`src/rtl/systolic_result_packer_if.sv`:
```
// systolic_result_packer_if
//   Bundles the element-side handshake from systolic_array and the row-side
//   handshake to the downstream sink.
//   Element side: valid_i/data_i in, yumi_o out, clear_i in (synchronous abort).
//   Row side:     valid_o/data_o/row_idx_o/last_o out, ready_i in.
//   slave  : the packer itself.
//   master : whoever drives the packer (array + sink, or a testbench).
interface systolic_result_packer_if #(
    parameter int width_p        = 8,
    parameter int array_width_p  = 2,
    parameter int array_height_p = 2
) ();
    localparam int RW = (array_height_p > 1) ? $clog2(array_height_p) : 1;

    logic                               valid_i;
    logic [width_p-1:0]                 data_i;
    logic                               yumi_o;
    logic                               clear_i;
    logic                               valid_o;
    logic                               ready_i;
    logic [array_width_p*width_p-1:0]   data_o;
    logic [RW-1:0]                      row_idx_o;
    logic                               last_o;

    modport slave (
        input  valid_i, data_i, clear_i, ready_i,
        output yumi_o, valid_o, data_o, row_idx_o, last_o
    );

    modport master (
        output valid_i, data_i, clear_i, ready_i,
        input  yumi_o, valid_o, data_o, row_idx_o, last_o
    );
endinterface

```
`src/rtl/systolic_result_packer.sv`:
```
// systolic_result_packer
//   Pops result elements one at a time (row-major) from systolic_array and
//   presents each completed matrix row as one wide word with its row index
//   and a last-row flag.
//   Ports:
//     clk_i      clock, rising edge
//     reset_n_i  asynchronous active-low reset
//     bus        systolic_result_packer_if.slave (element in, row out)
module systolic_result_packer #(
    parameter int width_p        = 8,
    parameter int array_width_p  = 2,
    parameter int array_height_p = 2
) (
    input  logic                     clk_i,
    input  logic                     reset_n_i,
    systolic_result_packer_if.slave  bus
);
    localparam int CW = (array_width_p > 1) ? $clog2(array_width_p) : 1;
    localparam int RW = (array_height_p > 1) ? $clog2(array_height_p) : 1;
    localparam logic [CW-1:0] COL_LAST = CW'(array_width_p - 1);
    localparam logic [RW-1:0] ROW_LAST = RW'(array_height_p - 1);

    typedef enum logic {FILL, SEND} state_e;

    state_e                                   state_q, state_d;
    logic [CW-1:0]                            col_q, col_d;
    logic [RW-1:0]                            row_q, row_d;
    logic [RW-1:0]                            row_idx_q, row_idx_d;
    logic [array_width_p-1:0][width_p-1:0]    buf_q, buf_d;
    logic [array_width_p-1:0][width_p-1:0]    data_q, data_d;
    logic                                     valid_q, valid_d;
    logic                                     accept;

    always_comb begin
        state_d   = state_q;
        col_d     = col_q;
        row_d     = row_q;
        row_idx_d = row_idx_q;
        buf_d     = buf_q;
        data_d    = data_q;
        valid_d   = valid_q;
        accept    = 1'b0;

        if (bus.clear_i) begin
            // Abort: drop partial row and any pending row, restart at z00.
            state_d = FILL;
            col_d   = '0;
            row_d   = '0;
            valid_d = 1'b0;
        end else begin
            case (state_q)
                FILL: begin
                    if (bus.valid_i) begin
                        accept       = 1'b1;
                        buf_d[col_q] = bus.data_i;
                        if (col_q == COL_LAST) begin
                            // buf_d already holds the element just accepted.
                            col_d     = '0;
                            data_d    = buf_d;
                            row_idx_d = row_q;
                            valid_d   = 1'b1;
                            state_d   = SEND;
                        end else begin
                            col_d = col_q + 1'b1;
                        end
                    end
                end
                SEND: begin
                    if (bus.ready_i) begin
                        valid_d = 1'b0;
                        state_d = FILL;
                        row_d   = (row_q == ROW_LAST) ? '0 : row_q + 1'b1;
                    end
                end
                default: state_d = FILL;
            endcase
        end
    end

    always_ff @(posedge clk_i or negedge reset_n_i) begin
        if (!reset_n_i) begin
            state_q   <= FILL;
            col_q     <= '0;
            row_q     <= '0;
            row_idx_q <= '0;
            buf_q     <= '0;
            data_q    <= '0;
            valid_q   <= 1'b0;
        end else begin
            state_q   <= state_d;
            col_q     <= col_d;
            row_q     <= row_d;
            row_idx_q <= row_idx_d;
            buf_q     <= buf_d;
            data_q    <= data_d;
            valid_q   <= valid_d;
        end
    end

    // yumi is combinational from valid_i; gate with reset so nothing is
    // consumed while the packer cannot store it.
    assign bus.yumi_o    = accept & reset_n_i;
    assign bus.valid_o   = valid_q;
    assign bus.data_o    = data_q;
    assign bus.row_idx_o = row_idx_q;
    assign bus.last_o    = valid_q & (row_idx_q == ROW_LAST);
endmodule
```
`src/flat_wrapper.sv`:
```
// flat-port wrapper written by rule: the top's interface ports become plain ports
module systolic_result_packer_flat 
#(
    parameter int width_p        = 8,
    parameter int array_width_p  = 2,
    parameter int array_height_p = 2
)
  (clk_i, reset_n_i, bus_valid_i, bus_data_i, bus_clear_i, bus_ready_i, bus_yumi_o, bus_valid_o, bus_data_o, bus_row_idx_o, bus_last_o);
  systolic_result_packer_if #(.width_p(width_p), .array_width_p(array_width_p), .array_height_p(array_height_p)) bus_i ();
  input  logic clk_i;
  input  logic reset_n_i;
  input wire logic [$bits(bus_i.valid_i)-1:0] bus_valid_i;
  input wire logic [$bits(bus_i.data_i)-1:0] bus_data_i;
  input wire logic [$bits(bus_i.clear_i)-1:0] bus_clear_i;
  input wire logic [$bits(bus_i.ready_i)-1:0] bus_ready_i;
  output wire logic [$bits(bus_i.yumi_o)-1:0] bus_yumi_o;
  output wire logic [$bits(bus_i.valid_o)-1:0] bus_valid_o;
  output wire logic [$bits(bus_i.data_o)-1:0] bus_data_o;
  output wire logic [$bits(bus_i.row_idx_o)-1:0] bus_row_idx_o;
  output wire logic [$bits(bus_i.last_o)-1:0] bus_last_o;
  assign bus_i.valid_i = bus_valid_i;
  assign bus_i.data_i = bus_data_i;
  assign bus_i.clear_i = bus_clear_i;
  assign bus_i.ready_i = bus_ready_i;
  assign bus_yumi_o = bus_i.yumi_o;
  assign bus_valid_o = bus_i.valid_o;
  assign bus_data_o = bus_i.data_o;
  assign bus_row_idx_o = bus_i.row_idx_o;
  assign bus_last_o = bus_i.last_o;
  systolic_result_packer #(.width_p(width_p), .array_width_p(array_width_p), .array_height_p(array_height_p)) u_core (.clk_i(clk_i), .reset_n_i(reset_n_i), .bus(bus_i));
endmodule
```
`config.mk`:
```
export PLATFORM = sky130hd
export DESIGN_NAME = systolic_result_packer_flat
export DESIGN_NICKNAME = d
export VERILOG_FILES = /design/src/rtl/systolic_result_packer_if.sv /design/src/rtl/systolic_result_packer.sv /design/src/flat_wrapper.sv
export SDC_FILE = /design/constraint.sdc
export NUM_CORES = 1
export LEC_CHECK = 0
export BUFFER_PORTS_ARGS = -buffer_cell sky130_fd_sc_hd__buf_2
export CORE_ASPECT_RATIO = 0.5
export CORE_MARGIN = 5
export CORE_UTILIZATION = 44
export DETAILED_ROUTE_END_ITERATION = 10
export MAX_ROUTING_LAYER = met4
export PLACE_DENSITY = 0.72
export REMOVE_ABC_BUFFERS = 1
export SYNTH_ARGS = -nofsm -noshare
export SYNTH_HDL_FRONTEND = slang
export SYNTH_SLANG_ARGS = --single-unit
```
`constraint.sdc`:
```
create_clock -name clk_i -period 1.32 [get_ports clk_i]
set_input_delay 0.066 -clock clk_i [delete_from_list [all_inputs] [get_ports clk_i]]
set_output_delay 0.066 -clock clk_i [all_outputs]
set_load 0.02 [all_outputs]
```
==> summary.md, run 1 <==
| Metric | Value |
|---|---|
| Hold WC Path Type | input pin to register |
| WP data arrival | 1.49 ns |
| CP peak stage delay | 0.39 ns |
| GRT Resource Usage Total | 16.5% |
| Antenna Nets Post-Route | 0 |
| CP Capture Type | register |
| Top Usage Layer GRT | met2 |
| Clock sinks | 29 |
| Status | finished with violations |
| Commonest non-fill, non-tap cell in the layout | nand2_1 |
| TritonCTS clock tree | built |
| CTS max path bufs | 2 |
| P_sw | 953 uW |
| Number of synthesized register bits | 29 |
| Post-Syn Area per Cell | 10.6 um2 |
| Max rail drop VDD | 0.828 mV |
| P&R area growth vs syn | 41.2% |
| Initial Utilization | 45.3% |
| Slowest CP cell | dfrtp_1 |
| Vias in the first global route | 926 |
| Yosys warning total | 0 |
| DP HPWL | 1.72 mm |
| Cell Rows | 13 |
| Core area | 2570 um2 |
| Die Y-Extent | 46.4 um |
| Clk pin slew, worst setup/hold paths | 0.06 ns |
| Drt via density | 4.68 |
| Routed WL per cell | 14.2 um |
| Tot Pwr | 2.88 mW |
| Leak pwr | 0.883 nW |
| Worst rel slew slack | 76.0% |
| Tmin final | 1.34 ns |
| Overall die width | 82.8 um |
| Gpl congestion | 0.732 |
| Clk_skew | 0.00231 ns |
| Post-Syn Area | 1160 um2 |
| CTS root buffer | clkbuf_8 |
| Die footprint | 3840 um2 |
| GR Layer Usage met3 | 5.86% |
| Most frequent cells in the layout | nand2_1, buf_2, dfrtp_1, mux2_4, buf_4 |
| Final Net Count | 171 |
| Final setup viols | 5 |
| Distinct cell type count after synthesis | 16 |
| Cell Area, Placed | 1430 um2 |
| Final wirelength | 2.76 mm |
| Number of buffers added on ports | 32 |
| Setup Crit Path Kind | register to register |
| Combinational power share | 30.7% |
| Fin util | 64.0% |
| Max-slew violation count | 0 |
| First-pass DRT Iterations | 4 |
| Sw Ratio | 33.1% |
| Total CTS buffers | 5 |
| Part of the Yosys area used for sequential elements | 62.3% |
| Ports | 33 |
| Via Count | 913 |
| Clk Latency, worst-skew pair | 0.27 ns |
| Worst Path Required | 1.47 ns |
| Diode count | 0 |
| RSZ-0062 raised after global routing | true |
| Failing checks | negative setup slack |
| Max frequency | 0.746 GHz |
| Grt met2 use | 25.8% |
| Critical-path maximum fanout | 5 |
| Post-Synthesis Cells | 110 |
| # fillers | 208 |
| Top delay family on crit path | flip-flops |
| CP Cell Sequence | nor2b_2 -> nor3b_4 -> buf_6 -> mux2_4 |
| M1 GR Usage | 20.5% |
| GRT overflow | 0 |
| DRT iter0 DRCs | 37 |
| Multi-input gate area in the final layout | 445 um2 |
| Tcrit/Tclk final | 102% |
| Crit path buf inv count | 1 |
| H-Tree Depth | 2 |
| Max-cap violations | 0 |
| Clock power frac | 24.7% |
| Post-route design area | 1650 um2 |
| Final WS setup | -0.0198 ns |
| Fin. Hold Viols | 0 |
| CP Launch Type | register |
| Seq pwr share | 44.6% |
| Share of cells above drive strength 1 | 39.2% |
| First-pass GRT wire length | 4.30 mm |
| # DRC | 0 |
| Internal | 1.93 mW |
| Largest net degree at the start of global routing | 30 |
| PD cells | 1750 nW/um2 |
| FF+latch area | 726 um2 |
| Initial antenna violation count | 0 |
| Slew at the pin closest to its max-slew limit | 0.361 ns |
-- per-layer routing --
layer  routed length (um)  vias up
met1                 1210      453
li1                     -      438
met4                   40        0
met5                    0        -
met3                  118        4
met2                 1390       18
-- timing repair --
action,CTS,global route
endpoints found under the setup margin,7,12
hold buffers,3,0
hold endpoints to repair,31,0
setup buffers,0,1
resized for setup,11,1
cloned,0,2
-- cell type report --
cell class / count / share of cell area, %
repair buffers: 47 / 20.8
flip-flops and latches: 29 / 44.1
well taps: 37 / 2.81
multi-input cells: 75 / 27.1
clock buffers: 7 / 5.25
-- state kept, by name, indices dropped and copies added, names as in the netlist --
signal                flops
u_core.buf_q              8
u_core.row_q              1
u_core.bus.valid_o        1
u_core.bus.data_o        16
u_core.col_q              1
u_core.bus.row_idx_o      1
u_core.state_q            1
-- Yosys cell counts --
master	instances	area [um2]
a21oi_1	2	10.0
and2_1	1	6.26
and3b_2	1	10.0
buf_2	5	25.0
buf_4	1	7.51
dfrtp_1	29	726
mux2_2	8	90.1
nand2_1	54	203
nand4bb_1	1	11.3
nor2_1	2	7.51
nor2b_2	1	8.76
nor3b_4	1	18.8
nor4bb_2	1	16.3
or2b_1	1	7.51
xnor2_1	1	8.76
xor2_1	1	8.76
-- power by group through the flow --
| stage | combinational, mW | sequential [mW] | clock [mW] |
|---|---|---|---|
| 2_1_floorplan | 0.238 | 1.52 | 0 |
| 3_3_place_gp | 0.788 | 1.28 | 0 |
| 3_5_place_dp | 0.813 | 1.29 | 0 |
| 4_1_cts | 0.865 | 1.28 | 0.726 |
| 5_1_grt | 0.954 | 1.32 | 0.773 |
| 6_report | 0.884 | 1.28 | 0.710 |
-- logic make-up (layout without fill, tap and decap cells) --
kind of cell | after synthesis | in the layout | share of synthesized area (%)
xor gates and xnor gates | 2 | 2 | 1.50
AOI/OAI and AO/OA | 2 | 2 | 0.859
buffers and inverters | 6 | 54 | 2.79
muxes | 8 | 8 | 7.73
and+or+nand+nor | 63 | 63 | 24.8
DFF | 29 | 29 | 62.3
-- worst reg2reg max path, stage by stage (launching register included) --
cell and delay [ns]:
dfrtp_1 0.39, nor2b_2 0.13, nor3b_4 0.24, buf_6 0.17
mux2_4 0.30
-- final timing paths --
kind	start	end	slack (ns)	cells after the start
max	u_core.state_q	u_core.buf_q[1]	-0.02	4
min	bus_data_i[6]	u_core.bus.data_o[14]	0.008	3
max reg2reg	u_core.state_q	u_core.buf_q[1]	-0.02	4
min reg2reg	u_core.bus.data_o[11]	u_core.bus.data_o[11]	0.47	2
max in group asynchronous	reset_n_i	u_core.bus.data_o[15]	0.69	3
min in group asynchronous	reset_n_i	u_core.bus.valid_o	0.36	3
-- per-stage QoR --
stage,cells,hold slack (ns),worst slack (ns),setup TNS [ns]
final,195,0.00839,-0.0198,-0.0661
after global routing,195,0.0248,-0.0971,-1.06
after CTS,192,0.000281,-0.0219,-0.0851
after detailed placement,182,0.113,-0.00816,-0.0155
after global placement,182,0.114,0.0318,0
after floorplan,104,-0.230,-0.213,-4.40
Note: power is estimated with default switching activity, not from simulation.
==> inputs of run 2 (changes only) <==
--- a/config.mk
+++ b/config.mk
@@ -5,13 +5,12 @@
 export SDC_FILE = /design/constraint.sdc
 export NUM_CORES = 1
 export LEC_CHECK = 0
-export BUFFER_PORTS_ARGS = -buffer_cell sky130_fd_sc_hd__buf_2
-export CORE_ASPECT_RATIO = 0.5
 export CORE_MARGIN = 5
-export CORE_UTILIZATION = 44
+export CORE_UTILIZATION = 52
 export DETAILED_ROUTE_END_ITERATION = 10
+export DONT_BUFFER_PORTS = 1
 export MAX_ROUTING_LAYER = met4
-export PLACE_DENSITY = 0.72
+export PLACE_DENSITY = 0.7
 export REMOVE_ABC_BUFFERS = 1
 export SYNTH_ARGS = -nofsm -noshare
 export SYNTH_HDL_FRONTEND = slang
==> summary.md, run 2 (same netlist as run 1, synthesis figures left out) <==
| Metric | Value |
|---|---|
| Status | finished, final reports clean |
| DRT iter0 DRCs | 9 |
| Clk_skew | 0.00381 ns |
| Largest register FFs | 16 |
| Overall die width | 57.3 um |
| Gpl congestion | 0.721 |
| P&R area growth vs syn | 29.3% |
| Hold WC Path Type | input pin to register |
| Critical-path maximum fanout | 4 |
| Max frequency | 0.760 GHz |
| Ports | 33 |
| Initial Utilization | 53.7% |
| RR Startpoint | u_core.state_q |
| Drt via density | 4.99 |
| # DRC | 0 |
| Post-CTS Setup Bufs | 0 |
| Leak pwr | 0.760 nW |
| Worst Path Required | 1.53 ns |
| TritonCTS clock tree | built |
| PD cells | 1900 nW/um2 |
| Reg2reg end | u_core.buf_q[2] |
| Clk Latency, worst-skew pair | 0.32 ns |
| Clock sinks | 29 |
| Max-cap violations | 0 |
| WP data arrival | 1.53 ns |
| Max-slew violation count | 0 |
| Depth of the worst register-to-register path | 4 |
| Number of buffers added on ports | 0 |
| Routed WL per cell | 15.4 um |
| Most frequent cells in the layout | nand2_1, dfrtp_1, dlygate4sd3_1, mux2_4, buf_4 |
| Diode count | 0 |
| Worst hold start | bus_clear_i |
| Clk pin slew, worst setup/hold paths | 0.10 ns |
| Share of cells above drive strength 1 | 22.0% |
| Final Net Count | 144 |
| Hold Path End | u_core.bus.row_idx_o |
| Fin Setup TNS | 0 ns |
| Final wirelength | 2.46 mm |
| Initial antenna violation count | 0 |
| Max rail drop VDD | 1.61 mV |
| Flop2flop setup slack | 0.004 ns |
| CP Capture Type | register |
| Cell Rows | 17 |
| Vias in the first global route | 884 |
| First-pass GRT wire length | 3.93 mm |
| Core area | 2170 um2 |
| Antenna Nets Post-Route | 0 |
| First-pass DRT Iterations | 3 |
| CTS root buffer | clkbuf_4 |
| Total CTS buffers | 5 |
| Die footprint | 3290 um2 |
| CP Launch Type | register |
| Tmin final | 1.32 ns |
| CTS max path bufs | 2 |
| Die Y-Extent | 57.3 um |
| GRT Resource Usage Total | 16.5% |
| WHS | 0.0487 ns |
| Largest net degree at the start of global routing | 30 |
| Final setup viols | 0 |
| Via Count | 799 |
| GRT overflow | 0 |
| WHS Path Cells | 4 |
| Tcrit/Tclk final | 99.7% |
| Slew at the pin closest to its max-slew limit | 0.243 ns |
| H-Tree Depth | 2 |
| RSZ-0062 raised after global routing | true |
| Commonest non-fill, non-tap cell in the layout | nand2_1 |
| Worst rel slew slack | 83.8% |
| Fin. Hold Viols | 0 |
| Setup Crit Path Kind | register to register |
| DP HPWL | 1.56 mm |
==> run 2: cell count changes in the layout (fill, tap and decap cells not counted) <==
cell           previous run  this run
buf_2                    31         0
clkinv_2                  0         1
clkbuf_4                  0         5
buf_4                     7         6
clkbuf_16                 2         0
clkbuf_1                  1         0
clkbuf_8                  6         0
buf_6                     3         2
dlygate4sd3_1             3        11
bufinv_16                 0         2
==> run 2: worst max path at each step <==
stage	start	to	slack (ns)	depth (start not counted)
finish	u_core.state_q	u_core.buf_q[2]	0.004	4
global route	u_core.state_q	u_core.buf_q[1]	-0.07	4
CTS	u_core.state_q	u_core.buf_q[5]	-0.01	4
detailed placement	u_core.state_q	u_core.buf_q[6]	0.003	4
global placement	u_core.state_q	u_core.buf_q[5]	0.03	4
floorplan	u_core.state_q	u_core.bus.data_o[0]	-0.21	3
==> run 2: worst max-delay path, cell delays in order (launching register included) <==
cell	delay [ns]
dfrtp_1	0.40
nor2b_2	0.13
nor3b_4	0.23
buf_6	0.16
mux2_4	0.30
==> run 2: stage by stage <==
step                      power, mW  instance area [um2]  setup slack (ns)  util, %  cells
final                          2.86                 1510           0.00381     69.4    160
after global routing           3.03                 1510           -0.0653     69.4    160
after CTS                      2.84                 1470           -0.0136     67.7    160
after detailed placement       1.88                 1240           0.00312     57.0    140
after global placement         1.85                 1240            0.0319     57.0    140
after floorplan                1.76                 1130            -0.213        -    104
==> run 2: layout make-up <==
cell class	instances	area (um2)
Fill cell	156	663
Sequential cell	29	726
Timing Repair Buffer	20	198
Multi-Input combinational cell	75	445
Clock buffer	5	37.5
Clock inverter	3	65.1
Tap cell	28	35.0
==> run 2: repair_timing <==
action                                  4_1_cts  5_1_grt
endpoints found under the setup margin        6        9
hold buffers                                 12        0
pin swaps                                     0        1
resized for setup                             0       10
hold endpoints to repair                     49        0
==> run 2: metal layers <==
layer | GRT usage, % | part of all wire, % | vias to the layer above
li1 | - | - | 387
met4 | 9.27 | 2.3 | 0
met3 | 5.88 | 6.2 | 7
met2 | 26.6 | 50 | 25
met1 | 17.5 | 42 | 380
met5 | - | 0 | -
==> run 2: power breakdown <==
part | internal (mW) | leakage [nW] | switching [mW] | total [mW]
clock | 0.586 | 0.0552 | 0.313 | 0.899
combinational | 0.230 | 0.341 | 0.187 | 0.417
sequential | 1.14 | 0.364 | 0.408 | 1.55
total | 1.96 | 0.760 | 0.908 | 2.86
==> inputs of run 3 (changes only) <==
--- a/config.mk
+++ b/config.mk
@@ -5,12 +5,15 @@
 export SDC_FILE = /design/constraint.sdc
 export NUM_CORES = 1
 export LEC_CHECK = 0
+export CELL_PAD_IN_SITES_DETAIL_PLACEMENT = 0
+export CELL_PAD_IN_SITES_GLOBAL_PLACEMENT = 2
+export CORE_ASPECT_RATIO = 0.5
 export CORE_MARGIN = 5
-export CORE_UTILIZATION = 52
+export CORE_UTILIZATION = 32
 export DETAILED_ROUTE_END_ITERATION = 10
 export DONT_BUFFER_PORTS = 1
 export MAX_ROUTING_LAYER = met4
-export PLACE_DENSITY = 0.7
+export PLACE_DENSITY_LB_ADDON = 0.1
 export REMOVE_ABC_BUFFERS = 1
 export SYNTH_ARGS = -nofsm -noshare
 export SYNTH_HDL_FRONTEND = slang
==> summary.md, run 3 (same netlist as run 1, synthesis figures left out) <==
| Metric | Value |
|---|---|
| Status | finished with violations |
| Failing checks | negative setup slack |
| Leak pwr | 0.749 nW |
| Most frequent cells in the layout | nand2_1, dfrtp_1, dlygate4sd3_1, mux2_4, buf_4 |
| Clk_skew | 0.00562 ns |
| P&R area growth vs syn | 30.8% |
| Cell Rows | 15 |
| # DRC | 0 |
| CTS root buffer | clkbuf_8 |
| Largest net degree at the start of global routing | 30 |
| Max-slew violation count | 0 |
| Tmin final | 1.33 ns |
| Commonest non-fill, non-tap cell in the layout | nand2_1 |
| Final Net Count | 144 |
| Share of cells above drive strength 1 | 22.0% |
| Fin util | 43.9% |
| Max frequency | 0.754 GHz |
| PD cells | 1740 nW/um2 |
| Die Y-Extent | 52.7 um |
| Clk Latency, worst-skew pair | 0.28 ns |
| Initial antenna violation count | 1 |
| Place WS | -0.0272 ns |
| Initial Utilization | 33.5% |
| First-pass GRT wire length | 3.80 mm |
| GRT Resource Usage Total | 11.1% |
| RSZ-0062 raised after global routing | true |
| Final wirelength | 2.35 mm |
| Via Count | 785 |
| Diode count | 0 |
| Slew at the pin closest to its max-slew limit | 0.252 ns |
| CTS max path bufs | 2 |
| Total CTS buffers | 5 |
| Overall die width | 95.3 um |
| GRT overflow | 0 |
| Drt via density | 4.29 |
| Clock sinks | 29 |
| Gpl congestion | 0.711 |
| Routed WL per cell | 12.9 um |
| Final setup viols | 4 |
| Vias in the first global route | 795 |
| Clk pin slew, worst setup/hold paths | 0.06 ns |
| Tcrit/Tclk final | 100% |
| # fillers | 345 |
| Max rail drop VDD | 0.424 mV |
| Number of buffers added on ports | 0 |
| Setup Crit Path Kind | register to register |
| H-Tree Depth | 2 |
| WHS | 0.0211 ns |
| Core area | 3470 um2 |
| Post-CTS Setup Bufs | 0 |
| Worst rel slew slack | 83.2% |
| Hold WC Path Type | input pin to register |
| Critical-path maximum fanout | 8 |
| Worst Path Required | 1.48 ns |
| Fin. Hold Viols | 0 |
| Non-Filler Instances | 183 |
| Tot Pwr | 2.65 mW |
| WP data arrival | 1.49 ns |
| Largest register FFs | 16 |
| CP Capture Type | register |
| DRT iter0 DRCs | 25 |
| CP Launch Type | register |
| TritonCTS clock tree | built |
| Die footprint | 5020 um2 |
| Final WS setup | -0.00541 ns |
| First-pass DRT Iterations | 4 |
| Max-cap violations | 0 |
| Ports | 33 |
| Antenna Nets Post-Route | 0 |
| DP HPWL | 1.65 mm |
| Placed cell count | 163 |
-- run 3: changes by cell type in the layout (fill, tap and decap cells not counted), sizes merged --
cell / delta
clkinv: +1
bufinv: -2
clkinvlp: +1
-- run 3: critical path, stage by stage (launching register included) --
cell,delay [ns]
dfrtp_1,0.39
nor2b_2,0.14
nor3b_4,0.22
buf_12,0.16
mux2_4,0.30
-- run 3: through the flow --
step	area (um2)	setup TNS (ns)
CTS	1500	-0.183
finish	1520	-0.0106
detailed placement	1280	-0.173
floorplan	1130	-4.40
global placement	1280	0
global route	1520	-0.569
-- run 3: repair_timing --
| item | CTS | global route |
|---|---|---|
| setup endpoints to repair | 8 | 8 |
| resized for setup | 8 | 0 |
| hold endpoints to repair | 49 | 4 |
| hold buffers | 10 | 2 |
-- run 3: path summary, 6_finish.rpt --
path	from	end	slack, ns	depth (start not counted)
min	bus_ready_i	u_core.bus.valid_o	0.02	3
max reg2reg	u_core.state_q	u_core.buf_q[5]	-0.005	4
min in group asynchronous	reset_n_i	u_core.bus.data_o[4]	0.22	2
max in group asynchronous	reset_n_i	u_core.bus.data_o[6]	0.93	2
min reg2reg	u_core.buf_q[6]	u_core.bus.data_o[6]	0.47	2
max	u_core.state_q	u_core.buf_q[5]	-0.005	4
-- run 3: routing by layer --
metal | routed length, um | vias up | track usage, %
li1 | - | 386 | -
met1 | 1160 | 370 | 13.0
met2 | 945 | 25 | 15.3
met3 | 218 | 4 | 6.31
met4 | 27 | 0 | 5.02
met5 | 0 | - | -
-- run 3: area by class of cell --
class	instances	area, um2	area share, %
Tap cell	51	63.8	4.19
Multi-Input combinational cell	75	445	29.2
Timing Repair Buffer	20	203	13.3
Sequential cell	29	726	47.6
Clock buffer	5	68.8	4.52
Clock inverter	3	17.5	1.15
-- run 3: report_power, final --
group | internal, mW | switching (mW)
combinational | 0.231 | 0.168
sequential | 1.14 | 0.405
clock | 0.363 | 0.341
total | 1.74 | 0.915
